### src/rtl/nmi_arb.sv
// Round-robin arbiter sharing one NMI slave port between NUM_MST masters,
// with a busy watchdog that aborts hung transfers and reports them.
module nmi_arb #(
    parameter int NUM_MST = 2,
    parameter int TIMEOUT = 255,
    parameter int IDW     = $clog2(NUM_MST)
) (
    input  logic                      clk_i,
    input  logic                      rst_i,
    input  logic [NUM_MST-1:0]        m_valid_i,
    input  logic [NUM_MST-1:0][31:0]  m_addr_i,
    input  logic [NUM_MST-1:0][31:0]  m_wdata_i,
    input  logic [NUM_MST-1:0][3:0]   m_wstrb_i,
    output logic [NUM_MST-1:0]        m_ready_o,
    output logic [31:0]               m_rdata_o,
    output logic                      s_valid_o,
    output logic [31:0]               s_addr_o,
    output logic [31:0]               s_wdata_o,
    output logic [3:0]                s_wstrb_o,
    input  logic                      s_ready_i,
    input  logic [31:0]               s_rdata_i,
    input  logic                      err_clr_i,
    output logic                      err_o,
    output logic [IDW-1:0]            err_id_o,
    output logic                      err_irq_o
);

    localparam int CW_RAW = $clog2(TIMEOUT + 1);
    localparam int CW     = (CW_RAW > 8) ? CW_RAW : 8;
    localparam logic [CW-1:0] TMO_VAL = CW'(TIMEOUT);

    typedef enum logic {IDLE, BUSY} state_t;

    state_t          state_reg;
    logic [IDW-1:0]  grant_reg;
    logic [IDW-1:0]  last_reg;
    logic [CW-1:0]   cnt_reg;

    logic            busy;
    logic            gnt_valid;
    logic            done;
    logic            tmo;
    logic            any_req;
    logic [IDW-1:0]  winner;

    assign busy      = (state_reg == BUSY);
    assign gnt_valid = m_valid_i[grant_reg];
    assign any_req   = |m_valid_i;

    // A withdrawn request is neither completed nor timed out.
    assign done = busy && gnt_valid && s_ready_i;
    assign tmo  = (TIMEOUT != 0) && busy && gnt_valid && !s_ready_i && (cnt_reg == TMO_VAL);

    assign s_valid_o = busy && gnt_valid;
    assign s_addr_o  = m_addr_i[grant_reg];
    assign s_wdata_o = m_wdata_i[grant_reg];
    assign s_wstrb_o = busy ? m_wstrb_i[grant_reg] : 4'b0000;
    assign m_rdata_o = tmo ? 32'hDEAD_BEEF : s_rdata_i;

    generate
        for (genvar gi = 0; gi < NUM_MST; gi++) begin : g_ready
            assign m_ready_o[gi] = (done || tmo) && (grant_reg == IDW'(gi));
        end
    endgenerate

    // Scan downward so the requester closest after last_reg overwrites the rest.
    always_comb begin
        winner = last_reg;
        for (int i = NUM_MST; i >= 1; i--) begin
            if (m_valid_i[(int'(last_reg) + i) % NUM_MST]) begin
                winner = IDW'((int'(last_reg) + i) % NUM_MST);
            end
        end
    end

    always_ff @(posedge clk_i or posedge rst_i) begin
        if (rst_i) begin
            state_reg <= IDLE;
            grant_reg <= '0;
            last_reg  <= IDW'(NUM_MST - 1);
            cnt_reg   <= '0;
            err_o     <= 1'b0;
            err_id_o  <= '0;
            err_irq_o <= 1'b0;
        end else begin
            err_irq_o <= tmo;
            if (tmo) begin
                err_o    <= 1'b1;
                err_id_o <= grant_reg;
            end else if (err_clr_i) begin
                err_o <= 1'b0;
            end

            case (state_reg)
                IDLE: begin
                    if (any_req) begin
                        grant_reg <= winner;
                        last_reg  <= winner;
                        cnt_reg   <= '0;
                        state_reg <= BUSY;
                    end
                end
                BUSY: begin
                    if (!gnt_valid || s_ready_i || tmo) begin
                        state_reg <= IDLE;
                    end else begin
                        cnt_reg <= cnt_reg + CW'(1);
                    end
                end
                default: state_reg <= IDLE;
            endcase
        end
    end

endmodule

### config.mk
export PLATFORM = sky130hd
export DESIGN_NAME = nmi_arb
export DESIGN_NICKNAME = d
export VERILOG_FILES = /design/src/rtl/nmi_arb.sv
export SDC_FILE = /design/constraint.sdc
export NUM_CORES = 1
export LEC_CHECK = 0
export CORE_AREA = 5 5 104 106
export DETAILED_ROUTE_END_ITERATION = 10
export DIE_AREA = 0 0 109 111
export MAX_ROUTING_LAYER = met4
export PLACE_DENSITY = 0.78
export SYNTH_ARGS = -nofsm -noshare
export SYNTH_HDL_FRONTEND = slang
export SYNTH_SLANG_ARGS = --single-unit
export TNS_END_PERCENT = 10
### constraint.sdc
create_clock -name clk_i -period 2.6 [get_ports clk_i]
set_input_delay 0.52 -clock clk_i [delete_from_list [all_inputs] [get_ports clk_i]]
set_output_delay 0.52 -clock clk_i [all_outputs]
set_load 0.01 [all_outputs]
==> summary.txt, run 1 <==
Synth
  • Post-synthesis cell type count: 32
  • Yosys warnings: 0
  • Yosys top cell by area: mux2_2
  • Yosys top cell area share: 42.0%
  • Cell Area, Synth: 1740 um2
  • Cells after Synth: 184
  • Sequential share of the synthesized area: 20.2%
  • Avg Cell Area, Syn: 9.47 um2
  • Mapped Nets: 359
  • Synth area leaders: mux2_2 (42%), dfrtp_1 (19%), or2_2 (9.0%), mux2i_1 (5.7%), nor2b_1 (4.3%)
  • Synthesis-stage register bit count: 14

Layout
  • Area growth syn-to-layout: 174%
  • Layout cells sized above 1: 30.2%
  • Final net count: 650
  • ANT cells: 0
  • Commonest non-fill, non-tap cell in the layout: clkdlybuf4s50_1
  • Final Non-Filler Cells: 607
  • Most frequent cells in the layout: clkdlybuf4s50_1 (242), mux2_2 (65), or2_2 (24), buf_2 (23), buf_4 (16)
  • Post-route cell area: 4770 um2
  • Number of flip-flops in the largest register: 8

Drt
  • Drt first pass iters: 4
  • Drt total wl: 11700 um
  • Number of nets with antenna violations after routing: 0
  • Initial drt markers: 74
  • DR vias/cell: 4.21
  • Via count: 2557
  • Residual DRC count: 0
  • WL per Instance: 19.2 um

Global routing
  • Total grt overflow: 0
  • First-pass GRT wire length: 16500 um
  • Pin count of the biggest net entering global routing: 65
  • Initial antenna violation count: 0
  • Tot GR Track Use: 18.4%
  • Vias in the first global route: 2825

Timing
  • Tmin final: 2.54 ns
  • RSZ-0062 raised after global routing: true
  • Max frequency: 393 MHz
  • # setup viols final: 0
  • Final Skew: 0.00622 ns
  • Tcrit/Tclk final: 97.8%
  • Relative slew slack: 62.8%
  • Final hold vios: 0
  • Hold WS: 0.483 ns
  • Worst slew pin tran: 0.557 ns
  • Final Max Tran Viols: 0

Clock network
  • CTS Buffer Depth: 2
  • Clock slew at reported path FFs: 0.06 ns
  • Hold-fix buffers, CTS: 0
  • Clk Latency, worst-skew pair: 0.25 ns
  • TritonCTS buffer count: 3
  • CTS tree: yes
  • Clock sink total: 14
  • Root Buffer: clkbuf_8
  • H-tree Lvls: 1

Power
  • LEAKAGE: 2.00 nW
  • Peak supply drop: 0.000289 V
  • Power per Cell Area: 561 nW/um2

Floorplan
  • Initial core utilization: 18.0%
  • I/O pin cnt: 280
  • FP Rows: 36
  • Die Wd: 109 um
  • Core outline area: 9680 um2
  • Die Y: 111 um
  • Die ar.: 12100 um2

Worst hold path
  • Hold WC Path Type: reg2reg
  • WHS Path Cells: 1

Placed design
  • GP Congestion: 0.873
  • Placed cell area: 4760 um2
  • Port bufs: 279
  • Placed Instances: 596
  • Hpwl dp: 9920 um

Run status
  • Status: completed

Critical path
  • CP Max Fanout: 17
  • Kind of critical path: in2out
  • Reg2reg path depth: 7
  • Critical path launch point type: input port
  • Critical Path RT: 2.08 ns
  • Worst setup EP type: output port
  • Worst path arrival time: 2.02 ns

Run
  • MaxCap Viol Count: 0
-- critical path, cell delays in order --
cell and delay (ns):
clkdlybuf4s50_1 0.60, nor3_4 0.09, buf_4 0.15, buf_6 0.11, buf_12 0.13, or2_2 0.28, buf_2 0.15
-- metrics by stage --
stage / setup WS (ns) / TNS [ns] / power (mW) / util, %
global route: -0.0216 / -0.0622 / 2.84 / 49.3
detailed placement: -0.241 / -6.83 / 2.53 / 49.2
global placement: -0.216 / -6.22 / 2.52 / 49.2
CTS: 0.0270 / 0 / 2.72 / 48.8
finish: 0.0578 / 0 / 2.67 / 49.3
floorplan: 0.411 / 0 / 1.29 / -
-- synth_stat cells --
cell type and count:
nand2b_1 3, nor4_1 1, nand2b_4 1, ha_1 1, clkbuf_1 10, a21oi_1 1, mux2_2 65, inv_1 4
dfstp_2 1, nand4_1 2, dfrtp_1 13, o21ai_1 1, a21o_1 2, or2_2 25, o21ai_0 3, nand3_1 4
o211ai_1 1, a21boi_0 1, nor3_2 1, o31ai_1 2, o311ai_0 1, nor2_1 1, nor3_1 2, or4_1 2
mux2i_1 10, o21a_1 1, buf_4 1, buf_6 1, nor2b_1 12, and3_1 1, o21bai_1 1, nand2_1 9
-- where the power goes --
part | switching [mW] | internal [mW]
clock network | 0.0812 | 0.108
registers | 0.0308 | 0.256
logic | 0.864 | 1.33
total | 0.976 | 1.70
-- metal layers --
| layer | global-route usage [%] | routed length [um] | vias to the layer above |
|---|---|---|---|
| met4 | 3.87 | 144 | 0 |
| met1 | 17.6 | 3940 | 1145 |
| met2 | 32.3 | 5700 | 167 |
| met5 | - | 0 | - |
| li1 | - | - | 1235 |
| met3 | 9.84 | 1880 | 10 |
-- cell type report --
type	count	area, um2
multi-input combinational	154	1340
timing repair buffer	298	2850
tap	133	166
clock buffer	4	45.0
fill	905	4910
sequential	14	353
inverter	4	15.0
-- repair_timing --
action	4_1_cts	5_1_grt
gates cloned	1	0
setup endpoints to repair	35	30
gates resized for setup	109	10
endpoints found under the hold margin	0	0
setup buffers	2	4
pin swaps	1	1
-- kinds of logic after synthesis --
family | Yosys count | synth area share [%]
and+or+nand+nor | 64 | 21.9
DFF | 14 | 20.2
muxes | 75 | 47.7
AOI/OAI and AO/OA | 14 | 5.38
adders and majority gates | 1 | 0.718
buffers and inverters | 16 | 4.09
-- worst paths after layout --
check	slack, ns	end	start
max in group asynchronous	1.57	grant_reg$_DFFE_PP0P_	rst_i
setup reg to reg	0.68	err_id_o$_DFFE_PP0P_	cnt_reg[1]$_DFFE_PP0P_
hold / removal	0.48	cnt_reg[6]$_DFFE_PP0P_	cnt_reg[6]$_DFFE_PP0P_
hold reg to reg	0.48	cnt_reg[6]$_DFFE_PP0P_	cnt_reg[6]$_DFFE_PP0P_
min in group asynchronous	0.63	grant_reg$_DFFE_PP0P_	rst_i
setup / recovery	0.06	m_rdata_o[7]	s_ready_i
Note: power is estimated with default switching activity, not from simulation.
==> run 2: changes to the inputs <==
Settings changed: ABC_CLOCK_PERIOD_IN_PS from default to 2600, SLEW_MARGIN from default to 25.
==> results of run 2 <==
Same layout as run 1: the final DEF is identical, and so are final timing and power.
